`src/rtl/mem_access_pkg.sv`:
```
// Shared types and constants for the memory access stage and its return stack.
package mem_access_pkg;

  typedef enum logic {
    IDLE = 1'b0,
    BUSY = 1'b1
  } state_t;

  localparam int STK_DEPTH = 8;
  localparam int STK_PTR_W = 3;
  localparam int MEM_AW    = 12;

  // Memory address comes either from the dedicated 12-bit operand or the ALU result.
  function automatic logic [MEM_AW-1:0] sel_addr(input logic              mem_src,
                                                 input logic [MEM_AW-1:0] non_alu,
                                                 input logic [31:0]       alu);
    return mem_src ? non_alu : alu[MEM_AW-1:0];
  endfunction

endpackage

```
`src/rtl/mem_access_unit_ret_stack.sv`:
```
// Circular 8-entry return-address stack: push/pop with registered output, overflow
// overwrites the oldest entry, underflow returns zero; both flag err for one cycle.
module ret_stack
  import mem_access_pkg::*;
#(
  parameter int DATA_W = 32
) (
  input  logic              clk,
  input  logic              rst,
  input  logic              push,
  input  logic              pop,
  input  logic [DATA_W-1:0] din,
  output logic [DATA_W-1:0] dout,
  output logic              dout_vld,
  output logic              err
);

  localparam logic [STK_PTR_W:0] FULL_CNT = (STK_PTR_W+1)'(STK_DEPTH);

  logic [DATA_W-1:0]    stk_mem [STK_DEPTH];
  logic [STK_PTR_W-1:0] sp;
  logic [STK_PTR_W:0]   cnt;
  logic [STK_PTR_W-1:0] top;
  logic                 empty;
  logic                 full;

  assign top   = sp - 1'b1;
  assign empty = (cnt == '0);
  assign full  = (cnt == FULL_CNT);

  always_ff @(posedge clk) begin
    if (!rst) begin
      if (push && pop) begin
        if (!empty) stk_mem[top] <= din;
      end else if (push) begin
        stk_mem[sp] <= din;
      end
    end
  end

  always_ff @(posedge clk) begin
    if (rst) begin
      sp       <= '0;
      cnt      <= '0;
      dout     <= '0;
      dout_vld <= 1'b0;
      err      <= 1'b0;
    end else begin
      dout_vld <= pop;
      err      <= 1'b0;
      if (push && pop) begin
        // Swap the top in place; depth is unchanged.
        if (empty) begin
          dout <= '0;
          err  <= 1'b1;
        end else begin
          dout <= stk_mem[top];
        end
      end else if (push) begin
        sp <= sp + 1'b1;
        if (full) err <= 1'b1;
        else      cnt <= cnt + 1'b1;
      end else if (pop) begin
        if (empty) begin
          dout <= '0;
          err  <= 1'b1;
        end else begin
          dout <= stk_mem[top];
          sp   <= top;
          cnt  <= cnt - 1'b1;
        end
      end
    end
  end

endmodule

```
`src/rtl/mem_access_unit.sv`:
```
// MEM pipeline stage: two-state memory handshake FSM with stall, MEM/WB registers and an
// optional return-address stack enabled by defining RET_STACK_EN.
module mem_access_unit
  import mem_access_pkg::*;
(
  input  logic              clk,
  input  logic              rst,
  input  logic              RegWrite_in,
  input  logic              MemWrite_in,
  input  logic              MemRead_in,
  input  logic              MemToReg_in,
  input  logic              MemSrc_in,
  input  logic              call_in,
  input  logic              ret_in,
  input  logic [4:0]        DestReg_in,
  input  logic [31:0]       ALU_addr_in,
  input  logic [11:0]       NON_ALU_addr_in,
  input  logic [31:0]       MemWrite_data_in,
  output logic              mem_re,
  output logic              mem_we,
  output logic [MEM_AW-1:0] mem_addr,
  output logic [31:0]       mem_wdata,
  input  logic [31:0]       mem_rdata,
  input  logic              mem_rdy,
  output logic              stall,
  output logic              RegWrite_out,
  output logic              MemToReg_out,
  output logic [4:0]        DestReg_out,
  output logic [31:0]       ALU_result_out,
  output logic [31:0]       rd_data_out,
  output logic [31:0]       ret_addr_out,
  output logic              ret_valid_out,
  output logic              stk_err
);

  state_t      state;
  logic        mem_op;
  logic        pend_rw_p1;
  logic        pend_rd_p1;
  logic        pend_m2r_p1;
  logic [4:0]  pend_dst_p1;
  logic [31:0] pend_res_p1;

  assign mem_op = MemRead_in | MemWrite_in;
  assign stall  = ~rst & (((state == IDLE) & mem_op) | ((state == BUSY) & ~mem_rdy));

  // Writeback fields of the in-flight access, captured on IDLE->BUSY.
  always_ff @(posedge clk) begin
    if (state == IDLE && mem_op) begin
      pend_m2r_p1 <= MemToReg_in;
      pend_dst_p1 <= DestReg_in;
      pend_res_p1 <= ALU_addr_in;
    end
  end

  always_ff @(posedge clk) begin
    if (rst) begin
      state          <= IDLE;
      mem_re         <= 1'b0;
      mem_we         <= 1'b0;
      mem_addr       <= '0;
      mem_wdata      <= '0;
      pend_rw_p1     <= 1'b0;
      pend_rd_p1     <= 1'b0;
      RegWrite_out   <= 1'b0;
      MemToReg_out   <= 1'b0;
      DestReg_out    <= '0;
      ALU_result_out <= '0;
      rd_data_out    <= '0;
    end else begin
      case (state)
        IDLE: begin
          if (mem_op) begin
            state        <= BUSY;
            mem_re       <= MemRead_in;
            mem_we       <= ~MemRead_in & MemWrite_in;
            mem_addr     <= sel_addr(MemSrc_in, NON_ALU_addr_in, ALU_addr_in);
            mem_wdata    <= MemWrite_data_in;
            pend_rw_p1   <= RegWrite_in;
            pend_rd_p1   <= MemRead_in;
            RegWrite_out <= 1'b0;
          end else begin
            RegWrite_out   <= RegWrite_in;
            MemToReg_out   <= MemToReg_in;
            DestReg_out    <= DestReg_in;
            ALU_result_out <= ALU_addr_in;
          end
        end
        BUSY: begin
          if (mem_rdy) begin
            state          <= IDLE;
            mem_re         <= 1'b0;
            mem_we         <= 1'b0;
            RegWrite_out   <= pend_rw_p1;
            MemToReg_out   <= pend_m2r_p1;
            DestReg_out    <= pend_dst_p1;
            ALU_result_out <= pend_res_p1;
            if (pend_rd_p1) rd_data_out <= mem_rdata;
          end else begin
            RegWrite_out <= 1'b0;
          end
        end
        default: state <= IDLE;
      endcase
    end
  end

`ifdef RET_STACK_EN
  logic stk_push;
  logic stk_pop;

  assign stk_push = call_in & ~stall;
  assign stk_pop  = ret_in & ~stall;

  ret_stack #(
    .DATA_W(32)
  ) u_ret_stack (
    .clk      (clk),
    .rst      (rst),
    .push     (stk_push),
    .pop      (stk_pop),
    .din      (MemWrite_data_in),
    .dout     (ret_addr_out),
    .dout_vld (ret_valid_out),
    .err      (stk_err)
  );
`else
  logic unused_stk;

  assign unused_stk    = call_in | ret_in;
  assign ret_addr_out  = '0;
  assign ret_valid_out = 1'b0;
  assign stk_err       = 1'b0;
`endif

endmodule

```
`config.mk`:
```
export PLATFORM = sky130hd
export DESIGN_NAME = mem_access_unit
export DESIGN_NICKNAME = d
export VERILOG_FILES = /design/src/rtl/mem_access_pkg.sv /design/src/rtl/mem_access_unit_ret_stack.sv /design/src/rtl/mem_access_unit.sv
export SDC_FILE = /design/constraint.sdc
export NUM_CORES = 1
export LEC_CHECK = 0
export ABC_AREA = 0
export CAP_MARGIN = 30
export CORE_ASPECT_RATIO = 2
export CORE_UTILIZATION = 46
export DETAILED_ROUTE_END_ITERATION = 16
export PLACE_DENSITY = 0.87
export SETUP_SLACK_MARGIN = 0.15
export SLEW_MARGIN = 20
export SYNTH_ARGS = -nofsm -noshare
export SYNTH_HDL_FRONTEND = slang
export SYNTH_SLANG_ARGS = --single-unit
```
`constraint.sdc`:
```
create_clock -name clk -period 3.8 [get_ports clk]
set_clock_uncertainty 0.2 [all_clocks]
set_input_delay 1.14 -clock clk [delete_from_list [all_inputs] [get_ports clk]]
set_output_delay 1.14 -clock clk [all_outputs]
set_load 0.05 [all_outputs]
```
---- Yosys cells after proc, flatten, opt, wreduce, memory -nomap -nowiden ----
Cells that the tools add are included.
word-level totals
  output and inout bits ................... 152
  register bits after elaboration ......... 158
  word-level logic and storage cells ...... 54
  input port bits ......................... 123
operators by class
  bitwise operators ....................... 10
  reductions and logical operators ........ 5
  equality and inequality tests ........... 3
  mux-type cells .......................... 21
operators by type and width
  kind                  count
  $mux W32              2
  $pmux W32 S2          1
  $mux W12              1
  $mux W5               2
  $pmux W1 S2           5
  $pmux W5 S2           1
  $mux W1               9
  $ne A2 B2 Y1 const B  3
  $reduce_and A2 Y1     3
  $and A1 B1 Y1         4
  $not A1 Y1            4
  $reduce_and A3 Y1     1
  $or A1 B1 Y1          2
  $logic_and A1 B1 Y1   1

---- Logic depth before layout (Yosys ltp) ----
  depth after elaboration ................. 4
  mapped depth ............................ 6
  gate-level depth less buffers ........... 4

---- Least setup slack after synthesis ----
OpenSTA, ideal clock, no wires.
  kind .................................... input port to output port
  from .................................... input MemRead_in
  to ...................................... output stall
  required time ........................... 2.460 ns
  data arrival time ....................... 2.351 ns
  buffers on the path ..................... 2
  setup slack ............................. 0.109 ns
  cell stages on the path ................. 5
  cells stage by stage .................... or3_4 -> and2_4 -> buf_6 -> buf_6 -> nor2b_1
on the way
  word-level cells in the longest chain between the ends .. 4
ends and longest elaborated chain
  what                line                   source
  start: declaration  mem_access_unit.sv:10  input logic MemRead_in,
  $or A1 B1 Y1        mem_access_unit.sv:44  assign mem_op = MemRead_in | MemWrite_in;
  $and A1 B1 Y1       mem_access_unit.sv:45  assign stall = ~rst & (((state == IDLE) & mem_op) | ((state == BUSY) & ~mem_rdy));
  $or A1 B1 Y1        mem_access_unit.sv:45
  $and A1 B1 Y1       mem_access_unit.sv:45
  end: declaration    mem_access_unit.sv:25  output logic stall,
Every way passes these cells.

---- Worst setup path in the final report ----
Same ends and word-level chain as after synthesis.

==> metrics.txt <==
Leak=3.427 nW; global-route wire length before repair=26.77 mm; Die X=85.27 microns; Final Util=69.07%; Seq cells post-synth=158; vias in the first global route=5341; die area=14370 sq um; layout overhead on the synthesized area=46.33%; Hold Fails Final Rpt=0; endpoints failing setup=0; Post-Syn Instances=651; core area=13510 sq um; via count=5367; DRT Pass-1 Iters=4; Clock Tree Root=clkbuf_16; PwrDens=500.9 nW/um^2; Period minus WS final=3.606 ns; unique cell type count in the Yosys netlist=28; maxcap violations=0; Rows=60; initial drt markers=236; status=completed; Sequential cell area=3547 sq um; Max FO, Critical Path=2; total wire length=17.17 mm; H-tree depth=4; fillers=1019; DP HPWL=11.54 mm; nature of the critical path startpoint=input port; period utilization=94.90%; multi-input logic area=2292 sq um; CTS tree=done; Max Slew Vio Count=0; WL per Instance=16.54 microns; Mean Syn Cell Area=9.798 sq um; largest net degree at the start of global routing=87; # diodes=0; commonest cells after routing, fill and taps aside=clkdlybuf4s50_1, nand2_1, dfxtp_1; IO Count=275; Synth Cell Area=6379 sq um; Reg clk slew, reported paths=0.06 ns; share of layout cells above drive strength 1=8.154%; initial antenna violation count=0; DIE HEIGHT=168.5 microns; crit path kind=input port to primary output; critical path data required time=2.46 ns; Worst Setup End Kind=primary output; CTS sink count=158; GRT Util Overall=24.30%; maximum clock insertion buffer count=2; worst skew pair latency=0.42 ns; VDD IR max=0.3383 mV; Post-DRT Antenna Nets=0; number of port buffers=238; post-CTS setup buffer count=0; most common cell after layout, fill and taps aside=clkdlybuf4s50_1; sequential fraction of the synthesis area=55.55%; Max-slew headroom=40.48%; global route overflow=0; Worst Tran Pin Value=0.8928 ns; Data arrival, critical path=2.27 ns; Fmax achieved=277.3 MHz; Final nets=993; DR vias/cell=5.171; worst hold path type=flip-flop to flip-flop; Hold Slack=0.2517 ns; Synthesis Warnings=0; Initial Util=47.20%; Inserted Clock Buffers=17; GP Congestion=0.7999; DRC errors left=0; RSZ-0062 raised after global routing=no
## kinds of logic (layout without fill, tap and decap cells)
group	count (synthesis)	after routing	synth area share, %
flip-flops	158	158	55.55
buffers and inverters	126	325	10.53
multiplexers	13	13	2.040
AND/OR/NAND/NOR	193	193	13.36
AO/OA/AOI/OAI	160	160	18.46
other	1	34	0.05879
## worst max-delay path: stages
cell and delay [ns]:
dlygate4sd2_1 0.25, or3_4 0.39, and2_4 0.17, nor2b_2 0.16
buf_12 0.14
## metal layers
metal / vias to the layer above / GRT usage (%) / share of wire (%)
li1: 2606 / - / -
met1: 2494 / 25.20 / 36
met2: 217 / 42.95 / 54
met3: 50 / 6.777 / 5.5
met4: 0 / 14.57 / 5.0
met5: - / 0 / 0
## Yosys cell counts (all sizes together)
library cell	n	share of area, %
and3	1	0.098
nor4b	1	0.14
nor2	14	0.82
buf	54	6.3
o21ai	2	0.16
edfxtp	38	18
o21bai	1	0.18
a21oi	68	5.3
a31oi	1	0.098
and2	1	0.14
conb	1	0.059
nor2b	40	3.9
or3	1	0.18
nand2	132	7.8
nand2b	1	0.098
inv	40	2.4
clkbuf	32	1.9
dfxtp	120	38
nand3b	1	0.12
nand3	1	0.078
a211oi	50	6.6
mux2i	13	2.0
a221oi	38	6.1
## registers in the layout, summed over array words and instances (netlist names), 5 cells and up
| register | flops |
|---|---|
| ALU_result_out | 32 |
| mem_wdata | 32 |
| pend_res_p1 | 32 |
| rd_data_out | 32 |
| mem_addr | 12 |
| DestReg_out | 5 |
| pend_dst_p1 | 5 |
## where the power goes
group | internal [W] | leakage (nW) | total (W) | switching (W)
clock | 0.00107 | 0.305 | 0.00177 | 0.000702
sequential | 0.00185 | 1.36 | 0.00190 | 0.0000542
combinational | 0.000360 | 1.76 | 0.00100 | 0.000644
total | 0.00328 | 3.43 | 0.00468 | 0.00140
## path summary, 6_finish.rpt
kind,from,to,slack (ns),cells past startpoint
setup / recovery,MemRead_in,stall,0.19,5
hold / removal,rd_data_out[15],rd_data_out[15],0.25,2
setup reg to reg,state,mem_addr[5],1.30,5
hold reg to reg,rd_data_out[15],rd_data_out[15],0.25,2
## repair_timing
| action | in CTS | in global routing |
|---|---|---|
| hold buffers | 0 | 0 |
| setup endpoints to repair | 1 | 0 |
| resized for setup | 2 | 0 |
## metrics by stage
stage	TNS, ns	cell area (sq um)	worst slack [ns]	total power (W)	cells
CTS	0	9334	0.1874	0.004713	1038
global route	0	9334	0.1617	0.004844	1038
global placement	0	8712	0.0005704	0.002921	1006
detailed placement	-0.006460	8712	-0.006460	0.002939	1006
finish	0	9334	0.1940	0.004675	1038
floorplan	0	6505	0.2854	0.002597	684
## layout make-up
class	instances	area share, %
Tap cell	155	2.078
Multi-Input combinational cell	400	24.56
Sequential cell	158	38.00
Inverter	40	1.622
Clock buffer	23	5.710
Clock inverter	9	0.9786
Timing Repair Buffer	253	27.05
Power figures use the tool's default switching activity.
